--- config.mk ---
export PLATFORM = sky130hd
export DESIGN_NAME = alu_status_reg_flat
export DESIGN_NICKNAME = d
export VERILOG_FILES = /design/src/rtl/alu_status_reg_if.sv /design/src/rtl/alu_status_reg.sv /design/src/flat_wrapper.sv
export SDC_FILE = /design/constraint.sdc
export NUM_CORES = 1
export LEC_CHECK = 0
export BUFFER_PORTS_ARGS = -buffer_cell sky130_fd_sc_hd__buf_4
export CORE_UTILIZATION = 35
export CTS_BUF_LIST = sky130_fd_sc_hd__clkbuf_4 sky130_fd_sc_hd__clkbuf_8 sky130_fd_sc_hd__clkbuf_16
export DETAILED_ROUTE_END_ITERATION = 6
export GPL_ROUTABILITY_DRIVEN = 0
export PLACE_DENSITY = 0.59
export SLEW_MARGIN = 10
export SYNTH_ARGS = -nofsm -noshare
export SYNTH_HDL_FRONTEND = slang
export SYNTH_SLANG_ARGS = --single-unit
--- constraint.sdc ---
create_clock -name clk -period 2.36 [get_ports clk]
set_input_delay 0.472 -clock clk [delete_from_list [all_inputs] [get_ports clk]]
set_output_delay 0.472 -clock clk [all_outputs]
set_load 0.05 [all_outputs]
--- src/rtl/alu_status_reg_if.sv ---
// Handshake bundle between the ALU flag generator,
// the sequencer and the status register.
interface alu_status_reg_if #(
    parameter int STACK_DEPTH = 4,
    localparam int LVL_W = $clog2(STACK_DEPTH + 1)
);
    logic [4:0]       flags_in;
    logic             flags_we;
    logic [4:0]       flags_mask;
    logic [4:0]       sr_wdata;
    logic             sr_we;
    logic             push;
    logic             pop;
    logic             err_clr;
    logic             cond_req;
    logic [3:0]       cond_sel;
    logic [4:0]       status;
    logic             cond_vld;
    logic             cond_true;
    logic [LVL_W-1:0] stk_level;
    logic             stk_full;
    logic             stk_empty;
    logic             stk_ovf;
    logic             stk_unf;

    modport master (
        output flags_in, flags_we, flags_mask,
        output sr_wdata, sr_we,
        output push, pop, err_clr,
        output cond_req, cond_sel,
        input  status, cond_vld, cond_true,
        input  stk_level, stk_full, stk_empty,
        input  stk_ovf, stk_unf
    );

    modport slave (
        input  flags_in, flags_we, flags_mask,
        input  sr_wdata, sr_we,
        input  push, pop, err_clr,
        input  cond_req, cond_sel,
        output status, cond_vld, cond_true,
        output stk_level, stk_full, stk_empty,
        output stk_ovf, stk_unf
    );
endinterface

--- src/rtl/alu_status_reg.sv ---
// Status register with masked ALU flag capture, interrupt
// shadow stack and a registered branch-condition evaluator.
module alu_status_reg #(
    parameter int STACK_DEPTH = 4,
    localparam int LVL_W = $clog2(STACK_DEPTH + 1)
) (
    input  logic                 clk,
    input  logic                 rst_n,
    alu_status_reg_if.slave      bus
);
    localparam int IDX_W =
        (STACK_DEPTH > 1) ? $clog2(STACK_DEPTH) : 1;

    localparam int FZ  = 0;
    localparam int FC  = 1;
    localparam int FEQ = 2;
    localparam int FLT = 3;
    localparam int FGT = 4;

    logic [4:0]       status_q;
    logic [LVL_W-1:0] level_q;
    logic [4:0]       stack_q [STACK_DEPTH];
    logic             ovf_q;
    logic             unf_q;
    logic             vld_q;
    logic             true_q;

    logic             full;
    logic             empty;
    logic             swap;
    logic             do_push;
    logic             do_pop;
    logic             ovf_set;
    logic             unf_set;
    logic [LVL_W-1:0] lvl_m1;
    logic [IDX_W-1:0] top_idx;
    logic [IDX_W-1:0] wr_idx;
    logic [4:0]       top;
    logic             hit;

    assign full    = (level_q == LVL_W'(STACK_DEPTH));
    assign empty   = (level_q == '0);
    assign lvl_m1  = level_q - LVL_W'(1);
    assign top_idx = lvl_m1[IDX_W-1:0];
    assign top     = stack_q[top_idx];

    // push+pop on an empty stack degrades to a plain push
    assign swap    = bus.push & bus.pop & ~empty;
    assign do_push = bus.push & (~bus.pop | empty) & ~full;
    assign do_pop  = bus.pop & ~bus.push & ~empty;
    assign ovf_set = bus.push & ~bus.pop & full;
    assign unf_set = bus.pop & empty;
    assign wr_idx  = swap ? top_idx : level_q[IDX_W-1:0];

    always_comb begin
        hit = 1'b0;
        unique case (bus.cond_sel)
            4'd0:    hit = 1'b1;
            4'd1:    hit = status_q[FZ];
            4'd2:    hit = ~status_q[FZ];
            4'd3:    hit = status_q[FC];
            4'd4:    hit = ~status_q[FC];
            4'd5:    hit = status_q[FEQ];
            4'd6:    hit = ~status_q[FEQ];
            4'd7:    hit = status_q[FLT];
            4'd8:    hit = ~status_q[FLT];
            4'd9:    hit = status_q[FGT];
            4'd10:   hit = ~status_q[FGT];
            4'd11:   hit = status_q[FLT] | status_q[FEQ];
            4'd12:   hit = status_q[FGT] | status_q[FEQ];
            4'd13:   hit = status_q[FZ] & ~status_q[FC];
            default: hit = 1'b0;
        endcase
    end

    always_ff @(posedge clk or negedge rst_n) begin
        if (!rst_n) begin
            status_q <= '0;
            level_q  <= '0;
            ovf_q    <= 1'b0;
            unf_q    <= 1'b0;
            vld_q    <= 1'b0;
            true_q   <= 1'b0;
            for (int i = 0; i < STACK_DEPTH; i++)
                stack_q[i] <= '0;
        end else begin
            if (swap || do_pop)
                status_q <= top;
            else if (bus.sr_we)
                status_q <= bus.sr_wdata;
            else if (bus.flags_we)
                status_q <= (status_q & ~bus.flags_mask)
                          | (bus.flags_in & bus.flags_mask);

            if (do_push || swap)
                stack_q[wr_idx] <= status_q;

            if (do_push)
                level_q <= level_q + LVL_W'(1);
            else if (do_pop)
                level_q <= lvl_m1;

            // a fresh error outranks a same-cycle clear
            ovf_q <= ovf_set | (ovf_q & ~bus.err_clr);
            unf_q <= unf_set | (unf_q & ~bus.err_clr);

            vld_q <= bus.cond_req;
            if (bus.cond_req)
                true_q <= hit;
        end
    end

    assign bus.status    = status_q;
    assign bus.cond_vld  = vld_q;
    assign bus.cond_true = true_q;
    assign bus.stk_level = level_q;
    assign bus.stk_full  = full;
    assign bus.stk_empty = empty;
    assign bus.stk_ovf   = ovf_q;
    assign bus.stk_unf   = unf_q;
endmodule

--- src/flat_wrapper.sv ---
// flat-port wrapper written by rule: the top's interface ports become plain ports
module alu_status_reg_flat 
#(
    parameter int STACK_DEPTH = 4,
    localparam int LVL_W = $clog2(STACK_DEPTH + 1)
)
  (clk, rst_n, bus_flags_in, bus_flags_we, bus_flags_mask, bus_sr_wdata, bus_sr_we, bus_push, bus_pop, bus_err_clr, bus_cond_req, bus_cond_sel, bus_status, bus_cond_vld, bus_cond_true, bus_stk_level, bus_stk_full, bus_stk_empty, bus_stk_ovf, bus_stk_unf);
  alu_status_reg_if #(.STACK_DEPTH(STACK_DEPTH)) bus_i ();
  input  logic clk;
  input  logic rst_n;
  input wire logic [$bits(bus_i.flags_in)-1:0] bus_flags_in;
  input wire logic [$bits(bus_i.flags_we)-1:0] bus_flags_we;
  input wire logic [$bits(bus_i.flags_mask)-1:0] bus_flags_mask;
  input wire logic [$bits(bus_i.sr_wdata)-1:0] bus_sr_wdata;
  input wire logic [$bits(bus_i.sr_we)-1:0] bus_sr_we;
  input wire logic [$bits(bus_i.push)-1:0] bus_push;
  input wire logic [$bits(bus_i.pop)-1:0] bus_pop;
  input wire logic [$bits(bus_i.err_clr)-1:0] bus_err_clr;
  input wire logic [$bits(bus_i.cond_req)-1:0] bus_cond_req;
  input wire logic [$bits(bus_i.cond_sel)-1:0] bus_cond_sel;
  output wire logic [$bits(bus_i.status)-1:0] bus_status;
  output wire logic [$bits(bus_i.cond_vld)-1:0] bus_cond_vld;
  output wire logic [$bits(bus_i.cond_true)-1:0] bus_cond_true;
  output wire logic [$bits(bus_i.stk_level)-1:0] bus_stk_level;
  output wire logic [$bits(bus_i.stk_full)-1:0] bus_stk_full;
  output wire logic [$bits(bus_i.stk_empty)-1:0] bus_stk_empty;
  output wire logic [$bits(bus_i.stk_ovf)-1:0] bus_stk_ovf;
  output wire logic [$bits(bus_i.stk_unf)-1:0] bus_stk_unf;
  assign bus_i.flags_in = bus_flags_in;
  assign bus_i.flags_we = bus_flags_we;
  assign bus_i.flags_mask = bus_flags_mask;
  assign bus_i.sr_wdata = bus_sr_wdata;
  assign bus_i.sr_we = bus_sr_we;
  assign bus_i.push = bus_push;
  assign bus_i.pop = bus_pop;
  assign bus_i.err_clr = bus_err_clr;
  assign bus_i.cond_req = bus_cond_req;
  assign bus_i.cond_sel = bus_cond_sel;
  assign bus_status = bus_i.status;
  assign bus_cond_vld = bus_i.cond_vld;
  assign bus_cond_true = bus_i.cond_true;
  assign bus_stk_level = bus_i.stk_level;
  assign bus_stk_full = bus_i.stk_full;
  assign bus_stk_empty = bus_i.stk_empty;
  assign bus_stk_ovf = bus_i.stk_ovf;
  assign bus_stk_unf = bus_i.stk_unf;
  alu_status_reg #(.STACK_DEPTH(STACK_DEPTH)) u_core (.clk(clk), .rst_n(rst_n), .bus(bus_i));
endmodule
==> results of run 1 <==
[where the power goes]
part           total [mW]  internal, mW  switching (mW)
combinational        1.68         0.781           0.899
clock               0.519         0.324           0.195
sequential           1.05         0.788           0.262
total                3.25          1.89            1.36
[path summary, 6_finish.rpt]
| kind | from | cells after the start | slack (ns) | end |
|---|---|---|---|---|
| hold / removal | rst_n | 1 | 0.12 | u_core.stack_q[13]$_DFFE_PN0P_ |
| setup / recovery | u_core.bus.stk_level[1]$_DFFE_PN0P_ | 6 | 0.12 | u_core.stack_q[9]$_DFFE_PN0P_ |
| min in group clk | bus_cond_req | 1 | 0.32 | u_core.bus.cond_vld$_DFF_PN0_ |
| max in group asynchronous | rst_n | 1 | 1.91 | u_core.bus.stk_level[1]$_DFFE_PN0P_ |
| setup reg to reg | u_core.bus.stk_level[1]$_DFFE_PN0P_ | 6 | 0.12 | u_core.stack_q[9]$_DFFE_PN0P_ |
| hold reg to reg | u_core.bus.stk_ovf$_DFF_PN0_ | 1 | 0.50 | u_core.bus.stk_ovf$_DFF_PN0_ |
[through the flow]
stage                     utilization (%)  instance area, um^2  setup WS [ns]  cells
after floorplan                         -                 1898        0.01851    161
after global placement              43.40                 2231         0.2087    261
after detailed placement            43.40                 2231         0.1178    261
after CTS                           45.57                 2342         0.1170    269
after global routing                45.64                 2346        0.02118    269
final                               45.64                 2346         0.1161    269
[area by class of cell]
cell class	count	area, um^2
clock buffers	6	76.32
fillers	515	2794
repair buffers	41	307.8
inverters	10	45.04
clock inverters	2	35.03
well taps	70	87.58
flip-flops and latches	32	803.3
multi-input cells	108	991.0
[logic make-up after synthesis]
logic type                 synth area share (%)
AOI/OAI and AO/OA                         12.98
xor gates and xnor gates                 0.4683
adders and majority gates                 2.007
buffers and inverters                     4.749
DFF                                       42.81
muxes                                     24.82
and+or+nand+nor                           12.17
[placed cells by master, fill, tap and decap left out, types with 2 or more instances in the layout]
master     n
a311oi_1   2
nor3_1     2
mux2_2    24
a211oi_1   2
mux2i_1    6
clkbuf_8   5
ha_1       2
nor4b_4    2
o211ai_1   2
buf_4     41
o221ai_1   2
nand3b_1   2
dfrtp_1   30
o21ai_0    7
nand2_1   14
a21oi_1    5
inv_1      7
mux4_2     5
o211ai_2   2
dfrtp_2    2
nor2_1     6
nand2b_1   2
inv_2      2
a32o_1     3
[critical path, cell delays in order (launching register included)]
cell and delay [ns]:
dfrtp_2 0.45, inv_1 0.12, ha_2 0.31, mux2i_2 0.29
a32o_1 0.21, nor4b_4 0.38, mux2_2 0.39
[per-layer routing]
layer	GRT usage [%]	vias to the layer above	wire (um)
li1	-	663	-
met1	23.83	692	2013
met2	22.92	18	1939
met3	4.016	5	121
met4	5.031	0	42
met5	0	-	0
==> impl_metrics.env, run 1 <==
export IMPL_status="completed"
export IMPL_postCtsResizedCells=0
export IMPL_die_w_um=75.11
export IMPL_worstMarginPinSlew_ns=0.5662
export IMPL_yosysMostFrequentCell="dfrtp_1"
export IMPL_holdBufCountCts=0
export IMPL_p_per_area_mw_per_mm2=1385
export IMPL_drt_initial_drc_count=90
export IMPL_maxSlewHeadroom_pct=62.12
export IMPL_hp_class="input port to async pin"
export IMPL_clockBufferDepth=2
export IMPL_fin_skew_ns=0.009434
export IMPL_power_mw=3.249
export IMPL_h_tree_depth=2
export IMPL_drt_wl_total_mm=4.117
export IMPL_crit_fanout=8
export IMPL_synth_seq_cells=32
export IMPL_drive_gt1_share_pct=46.73
export IMPL_drv_slew=0
export IMPL_dp_hpwl_mm=3.009
export IMPL_num_vias=1378
export IMPL_rsz0062_at_grt="false"
export IMPL_drc_errors=0
export IMPL_syn_avg_cell_area_um2=11.62
export IMPL_io_pins=41
export IMPL_post_synth_num_cell_types=40
export IMPL_antenna_found_initial=0
export IMPL_wl_per_cell_um=15.30
export IMPL_netlist_instances=161
export IMPL_start_util_pct=36.39
export IMPL_critPathKind="register to register"
export IMPL_async_flop_share_pct=100.0
export IMPL_synth_top_cell_area_share_pct=42.81
export IMPL_clk_insertion_delay_late_ns=0.28
export IMPL_ir_worst_vdd_uv=548.7
export IMPL_grt_pass1_vias=1320
export IMPL_post_route_period_util_pct=95.08
export IMPL_hold_violations=0
export IMPL_netlist_area_mm2=0.001871
export IMPL_whs_ns=0.1223
export IMPL_worstSetupEndpointType="register"
export IMPL_synth_top_cell_by_area="dfrtp_1"
export IMPL_required_ns=2.53
export IMPL_via_per_inst=5.123
export IMPL_cts_buffers_inserted=5
export IMPL_ys_seq_area_share_pct=42.81
export IMPL_tritoncts="built"
export IMPL_power_leakage_nw=1.053
export IMPL_first_pass_iters=4
export IMPL_portBuffers=40
export IMPL_post_cts_buffers=0
export IMPL_synth_edff_count=0
export IMPL_antenna_left=0
export IMPL_dieArea_mm2=0.005641
export IMPL_cp_start_kind="register"
export IMPL_period_needed_ns=2.244
export IMPL_yosys_warnings=0
export IMPL_cap_violations=0
export IMPL_synth_common_cells="dfrtp_1, mux2_2, nand2_1"
export IMPL_setup_viol=0
export IMPL_die_height_um=75.11
export IMPL_clk_pin_slew_ns=0.07
export IMPL_grt_start_max_net_pins=33
export IMPL_core_area_mm2=0.005140
export IMPL_row_count=26
export IMPL_clkSinkCount=32
export IMPL_final_nets=228
export IMPL_clockRootBuffer="clkbuf_8"
export IMPL_diodes=0
export IMPL_ys_top_cells_by_area="dfrtp_1, mux2_2, mux4_2"
export IMPL_fmax_ghz=0.4456
export IMPL_critical_path_arrival_ns=2.41
export IMPL_synth_ff_type="dfrtp_1"
export IMPL_track_usage_pct=16.07
export IMPL_synthesis_nets=191
export IMPL_grt_pass1_wl_mm=6.686
export IMPL_synthToLayoutAreaGrowth_pct=25.42
export IMPL_grt_ovfl_total=0
export IMPL_setup_tns_final_ns=0
(Power assumes the default switching activity.)
==> run 2: changes to the inputs <==
- ABC_CLOCK_PERIOD_IN_PS: unset -> 2360
- CTS_BUF_LIST: sky130_fd_sc_hd__clkbuf_4 sky130_fd_sc_hd__clkbuf_8 sky130_fd_sc_hd__clkbuf_16 -> unset
- HOLD_SLACK_MARGIN: unset -> 0.12
==> run 2 against run 1 <==
Largest power group unchanged. Wire length stayed put. Critical endpoint unchanged. Register-to-register slack is essentially flat. Highest routed layer unchanged. Worst hold slack hardly changed. Total power decreased by 0.35%. Non-clock buffer count is the same. Clock power down 2%. Maximum frequency hardly changed. Via count hardly changed. Count of clock-buffer cells in the layout did not move. First-iteration DRC count down 4.4%. Sequential cell count unchanged. Design area shrank 0.16%.
==> impl_metrics.env, run 2 (same netlist as run 1, synthesis figures left out) <==
export IMPL_drive_gt1_share_pct=46.23
export IMPL_r2r_slack_ns=0.12
export IMPL_grt_start_max_net_pins=33
export IMPL_rsz0062_at_grt="false"
export IMPL_critPathKind="register to register"
export IMPL_dieArea_mm2=0.005641
export IMPL_cts_buffers_inserted=5
export IMPL_grt_pass1_vias=1320
export IMPL_post_cts_buffers=0
export IMPL_maxSlewHeadroom_pct=62.11
export IMPL_track_usage_pct=16.07
export IMPL_die_w_um=75.11
export IMPL_crit_fanout=8
export IMPL_endpoint="u_core.stack_q[9]$_DFFE_PN0P_"
export IMPL_portBuffers=40
export IMPL_drt_wl_total_mm=4.117
export IMPL_setup_viol=0
export IMPL_clockBufferDepth=2
export IMPL_core_area_mm2=0.005140
export IMPL_setup_tns_final_ns=0
export IMPL_first_pass_iters=4
export IMPL_clkSinkCount=32
export IMPL_hp_class="input port to async pin"
export IMPL_via_per_inst=5.119
export IMPL_worstSetupEndpointType="register"
export IMPL_holdBufCountCts=0
export IMPL_regArea_um2=803.3
export IMPL_status="completed"
export IMPL_tritoncts="built"
export IMPL_critical_path_arrival_ns=2.41
export IMPL_timing_rr_start="u_core.bus.stk_level[1]$_DFFE_PN0P_"
export IMPL_p_per_area_mw_per_mm2=1382
export IMPL_fill_cells=516
export IMPL_power_leakage_nw=1.049
export IMPL_reg2regPathDepth=6
export IMPL_cap_violations=0
export IMPL_num_vias=1377
export IMPL_crit_path_start="u_core.bus.stk_level[1]$_DFFE_PN0P_"
export IMPL_synthToLayoutAreaGrowth_pct=25.22
export IMPL_drt_initial_drc_count=86
export IMPL_r2r_end="u_core.stack_q[9]$_DFFE_PN0P_"
export IMPL_clk_pin_slew_ns=0.07
export IMPL_dp_hpwl_mm=3.009
export IMPL_grt_pass1_wl_mm=6.686
export IMPL_io_pins=41
export IMPL_period_needed_ns=2.243
export IMPL_layout_common_cells="buf_4, dfrtp_1, mux2_2, nand2_1"
export IMPL_start_util_pct=36.39
export IMPL_fmax_ghz=0.4458
export IMPL_die_height_um=75.11
export IMPL_drc_errors=0
export IMPL_postCtsResizedCells=0
export IMPL_multiInputGateArea_um2=991.0
export IMPL_drv_slew=0
export IMPL_worstMarginPinSlew_ns=0.5662
export IMPL_antenna_found_initial=0
export IMPL_antenna_left=0
export IMPL_post_route_period_util_pct=95.06
export IMPL_row_count=26
export IMPL_fin_skew_ns=0.009434
export IMPL_clk_insertion_delay_late_ns=0.28
export IMPL_wl_per_cell_um=15.30
export IMPL_required_ns=2.53
export IMPL_whs_ns=0.1221
export IMPL_h_tree_depth=2
export IMPL_final_nets=228
export IMPL_diodes=0
export IMPL_hold_violations=0
export IMPL_clockRootBuffer="clkbuf_8"
export IMPL_grt_ovfl_total=0
export IMPL_cp_start_kind="register"
export IMPL_ir_worst_vdd_uv=548.9
export IMPL_layout_commonest_cell="buf_4"
run 2: critical path, cell delays in order, from the launching register on:
cell	delay, ns
dfrtp_2	0.45
inv_1	0.12
ha_2	0.31
mux2i_2	0.29
a32o_1	0.21
nor4b_4	0.38
mux2_2	0.39
run 2: how the worst min path moves through the flow:
stage / cells past startpoint / to / start
finish: 1 / u_core.stack_q[13]$_DFFE_PN0P_ / rst_n
CTS: 1 / u_core.stack_q[14]$_DFFE_PN0P_ / rst_n
detailed placement: 1 / u_core.stack_q[10]$_DFFE_PN0P_ / rst_n
global placement: 1 / u_core.bus.stk_level[2]$_DFFE_PN0P_ / rst_n
global route: 1 / u_core.stack_q[13]$_DFFE_PN0P_ / rst_n
floorplan: 0 / async pin / rst_n
run 2: per-stage QoR:
stage	setup slack (ns)	utilization [%]	power [mW]	instances	cell area (um^2)
detailed placement	0.1178	43.40	2.737	261	2231
global placement	0.2087	43.40	2.695	261	2231
global route	0.02118	45.57	3.444	269	2342
finish	0.1167	45.57	3.238	269	2342
floorplan	0.01851	-	2.306	161	1898
CTS	0.1169	45.50	3.249	269	2338
run 2: metal layers:
metal	wire [um]	share of wire [%]	global-route usage (%)	up-vias
li1	-	-	-	663
met1	2012	49	23.83	691
met2	1940	47	22.92	18
met3	121	2.9	4.016	5
met4	42	1.0	5.031	0
met5	0	0	0	-
run 2: report_power, final:
group          internal [mW]  total, mW  switching, mW
clock network          0.313      0.508          0.195
registers              0.788       1.05          0.262
logic                  0.781       1.68          0.898
run 2: layout make-up:
type	instances	area share [%]
Inverter	10	1.923
Clock buffer	6	3.098
Clock inverter	2	1.496
Sequential cell	32	34.29
Tap cell	70	3.739
Timing Repair Buffer	41	13.14
Multi-Input combinational cell	108	42.31
